### src/rtl/menu_select.sv
// menu_select: start-screen menu FSM (cursor, editable values, start handshake) plus highlight compositor and palette.
module menu_select #(
  parameter int N_ITEMS      = 4,
  parameter int VAL_W        = 7,
  parameter int VAL_MIN      = 1,
  parameter int VAL_MAX      = 99,
  parameter int VAL_STEP     = 1,
  parameter int VAL_INIT     = 30,
  parameter int LAYERS       = 8,
  parameter int ROW_Y0       = 180,
  parameter int ROW_H        = 32,
  parameter int BLINK_CYCLES = 12_500_000,
  localparam int SW = N_ITEMS > 2 ? $clog2(N_ITEMS) : 1
) (
  input  logic                     clk,
  input  logic                     rst,
  input  logic                     key_valid,
  input  logic [2:0]               key_code,
  input  logic                     start_ack,
  input  logic                     valid,
  input  logic [9:0]               vgax,
  input  logic [9:0]               vgay,
  input  logic [3*LAYERS-1:0]      layer_ids,
  output logic [SW-1:0]            sel_idx,
  output logic                     editing,
  output logic [VAL_W*N_ITEMS-1:0] vals,
  output logic [VAL_W*N_ITEMS-1:0] disp_vals,
  output logic                     start_req,
  output logic [11:0]              pixel
);
  localparam int BW = BLINK_CYCLES > 1 ? $clog2(BLINK_CYCLES) : 1;
  localparam logic [SW-1:0] LAST = SW'(N_ITEMS - 1);
  localparam logic [BW-1:0] CNT_END = BW'(BLINK_CYCLES - 1);
  localparam logic [VAL_W:0] MIN_W = (VAL_W+1)'(VAL_MIN);
  localparam logic [VAL_W:0] MAX_W = (VAL_W+1)'(VAL_MAX);
  localparam logic [VAL_W:0] STEP_W = (VAL_W+1)'(VAL_STEP);
  typedef enum logic [1:0] {NAV, EDIT, LOCK} state_t;
  state_t state;
  logic [SW-1:0] sel;
  logic [N_ITEMS-1:0][VAL_W-1:0] val_r, disp;
  logic [VAL_W-1:0] shadow;
  logic [VAL_W:0] inc, dec;
  logic [BW-1:0] cnt;
  logic phase, cnt_wrap, hl_row, hl_on;
  logic [15:0] top;
  logic [2:0] id, id_hl;
  logic [11:0] rgb;
  logic unused_vgax;
  assign unused_vgax = ^vgax;
  assign sel_idx = sel;
  assign editing = state == EDIT;
  assign vals = val_r;
  assign disp_vals = disp;
  assign inc = {1'b0, shadow} + STEP_W;
  assign dec = {1'b0, shadow} - STEP_W;
  assign cnt_wrap = cnt == CNT_END;
  assign top = 16'(ROW_Y0) + 16'(sel) * 16'(ROW_H);
  assign hl_row = {6'd0, vgay} >= top && {6'd0, vgay} < top + 16'(ROW_H);
  assign hl_on = hl_row && (state == NAV || (state == EDIT && !phase));
  assign id_hl = (id == 3'd0 && hl_on) ? 3'd5 : id;
  always_comb begin
    disp = val_r;
    if (state == EDIT) disp[sel] = shadow;
  end
  always_comb begin
    id = 3'd0;
    for (int k = 0; k < LAYERS; k++)
      if (layer_ids[3*k +: 3] > id) id = layer_ids[3*k +: 3];
  end
  always_comb begin
    case (id_hl)
      3'd0:    rgb = 12'hFFF;
      3'd1:    rgb = 12'h0FF;
      3'd2:    rgb = 12'hF00;
      3'd3:    rgb = 12'h0F0;
      3'd4:    rgb = 12'h000;
      3'd5:    rgb = 12'hFF0;
      default: rgb = 12'h00F;
    endcase
  end
  always_ff @(posedge clk) begin
    if (rst) begin
      state <= NAV;
      sel <= '0;
      for (int k = 0; k < N_ITEMS; k++) val_r[k] <= VAL_W'(VAL_INIT);
      shadow <= VAL_W'(VAL_INIT);
      start_req <= 1'b0;
      cnt <= '0;
      phase <= 1'b0;
      pixel <= 12'h000;
    end else begin
      pixel <= valid ? rgb : 12'h000;
      cnt <= cnt_wrap ? '0 : cnt + 1'b1;
      phase <= phase ^ cnt_wrap;
      if (state == LOCK) begin
        if (start_ack) begin
          state <= NAV;
          start_req <= 1'b0;
          sel <= '0;
        end
      end else if (key_valid && state == NAV) begin
        case (key_code)
          3'd0: sel <= sel == '0 ? LAST : sel - 1'b1;
          3'd1: sel <= sel == LAST ? '0 : sel + 1'b1;
          3'd4: if (sel == LAST) begin
            start_req <= 1'b1;
            state <= LOCK;
          end else begin
            shadow <= val_r[sel];
            state <= EDIT;
            cnt <= '0;
            phase <= 1'b0;
          end
          default: ;
        endcase
      end else if (key_valid) begin
        case (key_code)
          3'd2: shadow <= (dec[VAL_W] || dec < MIN_W) ? VAL_W'(VAL_MIN) : dec[VAL_W-1:0];
          3'd3: shadow <= inc > MAX_W ? VAL_W'(VAL_MAX) : inc[VAL_W-1:0];
          3'd4: begin
            val_r[sel] <= shadow;
            state <= NAV;
          end
          3'd5: state <= NAV;
          default: ;
        endcase
      end
    end
  end
endmodule

### config.mk
export PLATFORM = sky130hd
export DESIGN_NAME = menu_select
export DESIGN_NICKNAME = d
export VERILOG_FILES = /design/src/rtl/menu_select.sv
export SDC_FILE = /design/constraint.sdc
export NUM_CORES = 1
export LEC_CHECK = 0
export BUFFER_PORTS_ARGS = -buffer_cell sky130_fd_sc_hd__buf_2
export CORE_ASPECT_RATIO = 0.7
export CORE_MARGIN = 2
export CORE_UTILIZATION = 34
export CTS_CLUSTER_DIAMETER = 40
export DETAILED_ROUTE_END_ITERATION = 10
export PLACE_DENSITY = 0.63
export SLEW_MARGIN = 20
export SYNTH_ARGS = -nofsm -noshare
export SYNTH_HDL_FRONTEND = slang
export SYNTH_SLANG_ARGS = --single-unit
### constraint.sdc
create_clock -name clk -period 15.2 [get_ports clk]
set_input_delay 1.52 -clock clk [delete_from_list [all_inputs] [get_ports clk]]
set_output_delay 1.52 -clock clk [all_outputs]
set_load 0.05 [all_outputs]
# Yosys cells after proc, flatten, opt, wreduce, memory -nomap -nowiden
# Index checks and enable logic that the tools add are counted.
# W data, S select, Z words.
# word_totals
output_inout_bits,72
wordCells,132
inputBits,52
register_bits,77
# classes
n_eq_ne,18
n_lt_le_gt_ge,14
n_mux,49
n_bitwise,4
n_addsub,7
reduce_logical,29
# ops
op,n
$mux W24,5
$pmux W12 S6,1
$mux W7,8
$bwmux W28,1
$mux W28,1
$mux W3,9
$add A24 B1 Y24 const B,1
$eq A24 B24 Y1 const B,1
$mux W2,11
$gt A3 B3 Y1,7
$bmux W7 S2,1
$demux W7 S2,1
$pmux W7 S2,1
$eq A3 B2 Y1 const B,4
$eq A3 B3 Y1 const B,4
$reduce_and A4 Y1,3
$reduce_bool A3 Y1,4
$add A9 B6 Y10 const B,1
$ge A10 B9 Y1,1
$lt A10 B10 Y1,1
$add A8 B7 Y9 const A,1
$logic_not A3 Y1,3
$mux W1,9
$add A7 B1 Y8 const B,1
25 further kinds,41

# Depth between registers and ports, before layout
# Gate-level depths: netlist (run 1).
# logic_depth
ltp_word,21
ltp_mapped,41
mapped_depth_nobuf,41

# Worst setup path before layout (run 1)
# No wires, ideal clock.
# synth_timing
path_type,input to register
start,input layer_ids[1]
end,register pixel[3]
path_buffers,0
t_arrival_ps,9085
setup_slack_ps,6046
required_time_ps,15131
cell_stages,40
setup_ps,69
path_cell_list,inv_1 > ha_1 > nor2b_2 > o32a_1 > nand3_1 > inv_1 > ha_1 > nand2b_1 > a21oi_1 > nand2_1 > mux2i_1 > inv_1 > ha_1 > and3_1 > a211oi_2 > nor2_1 > a21oi_1 > ha_1 > [4 not listed] > inv_1 > ha_1 > and3_1 > a211oi_2 > mux2_2 > ha_1 > nand2b_1 > a21oi_1 > nand2_1 > o21a_1 > ha_1 > a21oi_1 > a32oi_1 > a211o_1 > o221a_2 > o31a_1 > or3_1 > o21ai_1
# synth_between
elab_chain_len,21
elab_cells_between_ends,26
classes_between,order compare: 8; eq/ne: 5; mux: 10; reduce/logical: 3
# synth_lines
element,line_no,source
start: declaration,23,"input logic [3*LAYERS-1:0] layer_ids,"
$gt A3 B1 Y1,68,if (layer_ids[3*k +: 3] > id) id = layer_ids[3*k +: 3];
$mux W3 *,68,
$gt A3 B3 Y1,68,
$mux W3 *,68,
$gt A3 B3 Y1,68,
$mux W3 *,68,
$gt A3 B3 Y1,68,
$mux W3 *,68,
[5 not listed],n/a,
$mux W3 *,68,
$gt A3 B3 Y1,68,
$mux W3 *,68,
$logic_not A3 Y1,60,assign id_hl = (id == 3'd0 && hl_on) ? 3'd5 : id;
$logic_and A1 B1 Y1,60,
$mux W3 *,60,
"$eq A3 B3 Y1, or another cell as far along",71,case (id_hl)
$pmux W12 S6 *,71,
end signal: assignment,92,pixel <= valid ? rgb : 12'h000;
end: declaration,29,output logic [11:0] pixel
# Every way passes the cells marked *; elsewhere a longest branch is shown, timed or not.
# A chain may end at the register's enable or synchronous reset.

# Final worst setup path (run 1)
# layout_timing
start,input layer_ids[1]
end,register pixel[7]
# Same word-level chain as after synthesis.

==> summary.md, run 1 <==
| Metric | Value |
|---|---|
| Hold buffer count at cts | 0 |
| Final GP Congestion | between 0.8 and 0.9 |
| Seq/Total Area, Yosys | a little over a quarter |
| Die H | between 100 and 150 um |
| Setup WS post-layout | 5.08 ns |
| First-pass GRT wire length | 21700 um |
| Drt drc | 0 |
| DIE AREA | around 16000 um^2 |
| Synth Instances | between 600 and 700 |
| CP Data Required Time | 15.47 ns |
| Final setup viols | 0 |
| FF+latch area | 1360 um^2 |
| Fin. Hold Viols | 0 |
| CP endpoint kind | register |
| Iteration-0 DRC count of the detailed router | 398 |
| Post-CTS sizing | 0 |
| Layout Nets | slightly below 800 |
| Multi-input logic area | 3320 um^2 |
| Crit path top cell by count | ha_1 |
| Syn-to-layout area delta | 18.7% |
| Placed Instance Area | ~5600 um^2 |
| Largest net degree at the start of global routing | 45 |
| Slew Limit Fails | 0 |
| Via count | between 4000 and 5000 |
| Arr. time, crit path | just over 10 ns |
| Clk buf depth | 2 |
| Share of cells above drive strength 1 | 24.2% |
| CTS sink cnt | 68 |
| Input/output buffers | about 110 |
| Standard-cell row count | 36 |
| Ys Warns | 0 |
| Core ar. | roughly 14000 um^2 |
| I/O pin count | ~120 |
| Crit start category | input port |
| Maximum fanout along the worst path | 8 |
| Initial antenna violation count | 2 |
| Slowest-stage cell, CP | o31ai_1 |
| DRT antenna net count | 0 |
| Final instance area | 5900 um^2 |
| Post-Route WL | 13500 um |
| FILL cells | 1422 |
| Post-synth ARST share | 0% |
| Post-CTS Setup Repair Bufs | 0 |
| Pwr per Cell Area | about 130 nW/um^2 |
| Max-slew headroom | 40.7% |
| Ant. Diodes | 0 |
| Status | completed |
| Synthesized area per cell | slightly above 8 um^2 |
| CP delay by family, top | compound AO/OA/AOI/OAI gates |
| Largest stage delay on the critical path | between 0.5 and 0.6 ns |
| Starting Density | a little over a third |
| Clk_lat worst skew | between 0.3 and 0.4 ns |
| Root buffer cell | clkbuf_16 |
| Pre-CTS setup slack | slightly below 5 ns |
| Worst Max-Slew Pin Slew | about 0.9 ns |
| Synth Register Bits | 68 |
| HPWL after detailed placement | slightly above 10000 um |
| HP Class | reg -> reg |
| Static Leak | approximately 2.5 nW |
| Wirelength per Cell | about 15 um |
| Peak supply drop | ~0.000064 V |
| Die span in x | around 150 um |
| RSZ-0062 raised after global routing | false |
| Setup_tns | 0 ns |
| Synthesized area | 4970 um^2 |
| Vias per std cell | roughly 5.2 |
| Vias in the first global route | 4069 |
| CP Class | in -> reg |
| H-Tree Depth | 3 |
| Synth cell types | 69 |
| CTS tree | done |
| Clk slew on worst S/H paths | approximately 0.060 ns |
| Post-synth EDFFs | 0 |
| CTS buffer count | 9 |
| Worst path buffer plus inverter count | 5 |
| Hold_ws | approximately 0.47 ns |
| Power Total | about 0.00077 W |
| Total gr overflow | 0 |
| Skew final | 0.00807 ns |
| Fin crit share | 66.6% |
| Main synth FF type | dfxtp_1 |
| Max cap viols | 0 |
| F_max | between 90 and 100 MHz |
| Syn Nets | roughly 710 |
| Drt first pass iters | 5 |
| Crit path time final | between 10 and 15 ns |
| All-Layer GR Usage | between 10% and 20% |
[worst paths after layout]
check | slack [ns] | end | cells past startpoint | startpoint
max | 5.08 | pixel[7]$_SDFF_PP0_ | 40 | layer_ids[1]
max reg2reg | 12.15 | shadow[2]$_SDFFE_PP1P_ | 5 | sel_idx[1]$_SDFFE_PP0P_
min | 0.47 | cnt[0]$_SDFF_PP0_ | 1 | cnt[0]$_SDFF_PP0_
min reg2reg | 0.47 | cnt[0]$_SDFF_PP0_ | 1 | cnt[0]$_SDFF_PP0_
[per-layer routing]
| layer | wire, um | vias up | global-route usage, % | part of all wire [%] |
|---|---|---|---|---|
| li1 | - | 2377 | - | - |
| met1 | 7020 | 2124 | 26.5 | 52 |
| met2 | 5480 | 146 | 23.5 | 41 |
| met3 | 846 | 10 | 3.76 | 6.3 |
| met4 | 104 | 2 | 4.42 | 0.77 |
| met5 | 32 | - | 0 | 0.24 |
[flip-flops by register name, summed over array words and instances, names as in the netlist]
signal	flops
cnt	24
phase	1
start_req	1
state	2
sel_idx	2
pixel	3
shadow	7
vals	28
[cells in the final DEF (no fill, tap or decap), types with 9 or more instances in the layout]
| cell type | count |
|---|---|
| o21ai_0 | 15 |
| dfxtp_1 | 68 |
| nand2_1 | 66 |
| inv_1 | 24 |
| ha_1 | 37 |
| a21oi_1 | 34 |
| buf_2 | 111 |
| nand3_1 | 39 |
| xnor2_1 | 16 |
| nand2b_1 | 9 |
| xor2_1 | 17 |
| and3_1 | 16 |
| nor3_1 | 12 |
| mux2_2 | 22 |
| clkbuf_16 | 9 |
| nor2_1 | 79 |
| a211o_1 | 16 |
[through the flow]
step,std cells,util (%)
6_report,897,41.9
5_1_grt,897,41.9
4_1_cts,897,41.9
3_5_place_dp,881,39.7
3_3_place_gp,881,39.7
2_1_floorplan,616,-
[synthesized netlist by cell type, types with 5 or more instances]
cell       n  area, um^2
nor2_1    79         297
dfxtp_1   68        1360
nand2_1   66         248
nand3_1   39         195
ha_1      37         463
a21oi_1   34         170
inv_1     24        90.1
mux2_2    22         248
clkbuf_1  21        78.8
xor2_1    17         149
a211o_1   16         140
and3_1    16         100
xnor2_1   16         140
o21ai_0   15        75.1
nor3_1    12        60.1
buf_4     10        75.1
nand2b_1   9        56.3
mux4_2     7         158
nand4_1    7        43.8
a21o_1     6        45.0
nand3b_1   6        45.0
a31oi_1    5        31.3
mux2i_1    5        50.1
[layout make-up]
type	instances	share of cell area, %
multi-input cells	484	56.3
flip-flops and latches	68	23.1
repair buffers	114	9.79
clock buffers	10	4.05
well taps	190	4.03
inverters	25	1.59
clock inverters	6	1.21
[power by group]
group | switching (W) | internal [W] | total (W)
sequential | 0.00000570 | 0.000182 | 0.000188
combinational | 0.000217 | 0.000148 | 0.000365
clock | 0.0000832 | 0.000133 | 0.000216
total | 0.000306 | 0.000463 | 0.000770
[kinds of logic (layout without fill, tap and decap cells)]
group	Yosys count	in the layout	synth area share, %
simple gates	254	254	24.0
fa+ha+maj	37	37	9.31
xor+xnor	33	33	5.81
compound gates	126	126	18.5
flops	68	68	27.4
mux	34	34	9.15
buf+inv	64	155	5.84
[worst reg2reg max path: stages, from the launching register on]
cell	delay, ns
dfxtp_1	0.73
ha_1	0.69
nor3_1	0.24
nor2_1	0.73
o21ai_0	0.32
a21o_1	0.24
Power figures use the tool's default switching activity.
==> inputs of run 2 (changes only) <==
ABC_AREA = 1   (was default)
PLACE_DENSITY = 0.65   (was 0.63)
clock period = 8.55 ns   (was 15.2 ns; I/O delays follow)
==> run 2 against run 1 <==
  * Flip-flop and latch count stayed put
  * Clock skew is 0.0036 ns higher
  * Wire length is 2.8% higher
  * Critical path type unchanged
  * Highest routed layer is now met4
==> summary.md, run 2 <==
| Metric | Value |
|---|---|
| Seq/Total Area, Yosys | 26.5% (was 27.4%) |
| Drt drc | 0 (unchanged) |
| Max-slew headroom | 45.0% (was 40.7%) |
| Max cap viols | 0 (unchanged) |
| All-Layer GR Usage | 17.6% (was 17.2%) |
| Largest stage delay on the critical path | 0.33 ns (was 0.52 ns) |
| Placed Cells | 1067 (was 881) |
| Die span in x | 151 um (was 149 um) |
| Fin crit share | 88.9% |
| Hold_ws | 0.462 ns (was 0.466 ns) |
| RSZ-0062 raised after global routing | false (unchanged) |
| Synthesized area | 5150 um^2 (was 4970 um^2) |
| Die H | 107 um (was 105 um) |
| CP Class | in -> reg (unchanged) |
| Area contributors post-synth | dfxtp_1 26%, nand2_1 12%, o21ai_0 9.5%, ha_1 9.0%, inv_1 7.4% (was dfxtp_1 27%, ha_1 9.3%, nor2_1 6.0%, nand2_1 5.0%, mux2_2 5.0%) |
| I/O pin count | 124 (unchanged) |
| Final setup viols | 0 (unchanged) |
| Fin. Hold Viols | 0 (unchanged) |
| Root buffer cell | clkbuf_16 (unchanged) |
| Input/output buffers | 111 (unchanged) |
| DRT antenna net count | 0 (unchanged) |
| Iteration-0 DRC count of the detailed router | 343 (was 398) |
| Status | completed (unchanged) |
| Clk slew on worst S/H paths | 0.06 ns (about the same) |
| F_max | 132 MHz |
| HP Class | reg -> reg (unchanged) |
| Slew Limit Fails | 0 (unchanged) |
| Vias per std cell | 4.79 (was 5.19) |
| Total gr overflow | 0 (unchanged) |
| Worst path buffer plus inverter count | 10 (was 5) |
| Pwr per Cell Area | 275 nW/um^2 (was 130 nW/um^2) |
| Clk_lat worst skew | 0.34 ns (about the same) |
| Via count | 5197 (was 4659) |
| HPWL after detailed placement | 10600 um (was 10100 um) |
| Slowest-stage cell, CP | ha_1 (was o31ai_1) |
| Largest net degree at the start of global routing | 55 (was 45) |
| Standard-cell row count | 37 (was 36) |
| Clk buf depth | 2 (unchanged) |
| Starting Density | 34.8% (was 35.3%) |
| Skew final | 0.0116 ns (was 0.00807 ns) |
| Synth top area share | 26.5% (was 27.4%) |
| Worst Max-Slew Pin Slew | 0.823 ns (was 0.889 ns) |
| Commonest cells post-synth | 163 x nand2_1, 102 x inv_1, 98 x o21ai_0 (was 79 x nor2_1, 68 x dfxtp_1, 66 x nand2_1) |
| CP Data Required Time | 8.77 ns (was 15.47 ns) |
| Ant. Diodes | 0 (unchanged) |
| Wirelength per Cell | 12.8 um (was 15.0 um) |
| Post-Route WL | 13900 um (was 13500 um) |
| Ys Warns | 0 (unchanged) |
| Drt first pass iters | 6 (was 5) |
| Maximum fanout along the worst path | 5 (was 8) |
| Commonest non-fill, non-tap cells in the layout | 158 x nand2_1, 111 x buf_2, 101 x inv_1 (was 111 x buf_2, 79 x nor2_1, 68 x dfxtp_1) |
| Number of flip-flops in the largest register | 28 (unchanged) |
| Syn-to-layout area delta | 19.5% (was 18.7%) |
| CP delay by family, top | simple AND/OR/NAND/NOR gates (was compound AO/OA/AOI/OAI gates) |
| CTS sink cnt | 68 (unchanged) |
| Synthesized area per cell | 6.46 um^2 (was 8.08 um^2) |
| Final GP Congestion | 0.899 (was 0.844) |
| Hold buffer count at cts | 0 (unchanged) |
| CP endpoint kind | register (unchanged) |
| Arr. time, crit path | 7.82 ns (was 10.39 ns) |
| CTS buffer count | 9 (unchanged) |
| Synth cell types | 43 (was 69) |
| CTS tree | done (unchanged) |
| Static Leak | 2.92 nW (was 2.51 nW) |
| Synth Instances | 797 (was 616) |
| H-Tree Depth | 3 (unchanged) |
| Main synth FF type | dfxtp_1 (unchanged) |
| Most common cell in the netlist | nand2_1 (was nor2_1) |
| First-pass GRT wire length | 22900 um (was 21700 um) |
| Setup_tns | 0 ns (unchanged) |
| Share of cells above drive strength 1 | 19.4% (was 24.2%) |
| Core ar. | 14800 um^2 (was 14100 um^2) |
| Layout Nets | 974 (was 791) |
| DIE AREA | 16200 um^2 (was 15600 um^2) |
| Initial antenna violation count | 0 (was 2) |
| Crit path time final | approximately 7.6 ns |
| Post-synth EDFFs | 0 (unchanged) |
| Syn Nets | 886 (was 705) |
| Vias in the first global route | 4658 (was 4069) |
| Synth Register Bits | 68 (unchanged) |
| Final cell count without fillers | 1085 (was 897) |
| Post-synth ARST share | 0% (unchanged) |
| Crit path top cell by count | nand2_1 (was ha_1) |
| Crit start category | input port (unchanged) |
| Peak supply drop | 0.000406 V (was 0.0000636 V) |
| Cell accounting for the most synthesized area | dfxtp_1 (unchanged) |
| Commonest non-fill, non-tap cell in the layout | nand2_1 (was buf_2) |
-- run 2: changes by cell type in the layout (fill, tap and decap cells not counted), sizes merged, moves of 8 or more --
cell	delta
mux2	-22
xnor2	-14
nand2b	-9
a21oi	+25
and3	-16
o21a	+8
nor2	-17
nor3	+9
o21ai	+87
a211o	-16
inv	+87
nand2	+98
-- run 2: stage by stage --
stage | utilization, % | total power [W] | worst slack [ns] | area [um^2]
after global routing | 41.6 | 0.00185 | 0.00194 | 6150
final | 41.6 | 0.00169 | 0.947 | 6150
after global placement | 39.2 | 0.00126 | 0.457 | 5790
after detailed placement | 39.2 | 0.00127 | 0.430 | 5790
after CTS | 41.1 | 0.00162 | 0.753 | 6070
after floorplan | - | 0.00109 | 1.26 | 5150
-- run 2: power by group --
group          switching (W)  internal (W)
Combinational       0.000649      0.000338
Clock               0.000153      0.000197
Sequential         0.0000192      0.000331
Total               0.000821      0.000866
-- run 2: routing by layer --
layer  track usage [%]  wire [um]  vias to the layer above
li1                  -          -                     2800
met1              27.2       7500                     2240
met2              25.3       5500                      148
met3              3.02        772                        9
met4              3.87         94                        0
met5                 0          0                        -
-- run 2: logic make-up (layout without fill, tap and decap cells) --
logic type                 count (synthesis)  count (layout)  synth area share, %
AOI/OAI and AO/OA                        206             206                 22.1
xor gates and xnor gates                  22              22                 3.74
and+or+nand+nor                          313             313                 27.0
buffers and inverters                    151             244                 11.7
adders and majority gates                 37              37                 9.00
DFF                                       68              68                 26.5
-- run 2: final timing paths --
path / from / end / slack (ns) / cells past startpoint
max reg2reg: sel_idx[1]$_SDFFE_PP0P_ / cnt[7]$_SDFF_PP0_ / 5.35 / 9
min reg2reg: cnt[0]$_SDFF_PP0_ / cnt[0]$_SDFF_PP0_ / 0.46 / 1
min: cnt[0]$_SDFF_PP0_ / cnt[0]$_SDFF_PP0_ / 0.46 / 1
max: layer_ids[2] / pixel[3]$_SDFF_PP0_ / 0.95 / 59
-- run 2: layout make-up --
class	count	area, um^2
Tap cell	195	244
Fill cell	1580	8620
Sequential cell	68	1360
Clock buffer	9	225
Timing Repair Buffer	116	606
Multi-Input combinational cell	578	3240
Clock inverter	7	50.0
Inverter	112	420
-- run 2: worst register-to-register path: cells and delay by family (launching register included) --
family	cells	cell delay (ns)
simple gates	3	0.79
flops	1	0.76
fa+ha+maj	1	0.79
compound gates	2	0.25
buf+inv	3	0.55
-- run 2: repair_timing --
| action | 4_1_cts | 5_1_grt |
|---|---|---|
| setup buffers | 0 | 1 |
| setup endpoints to repair | 0 | 3 |
| gates resized for setup | 0 | 11 |
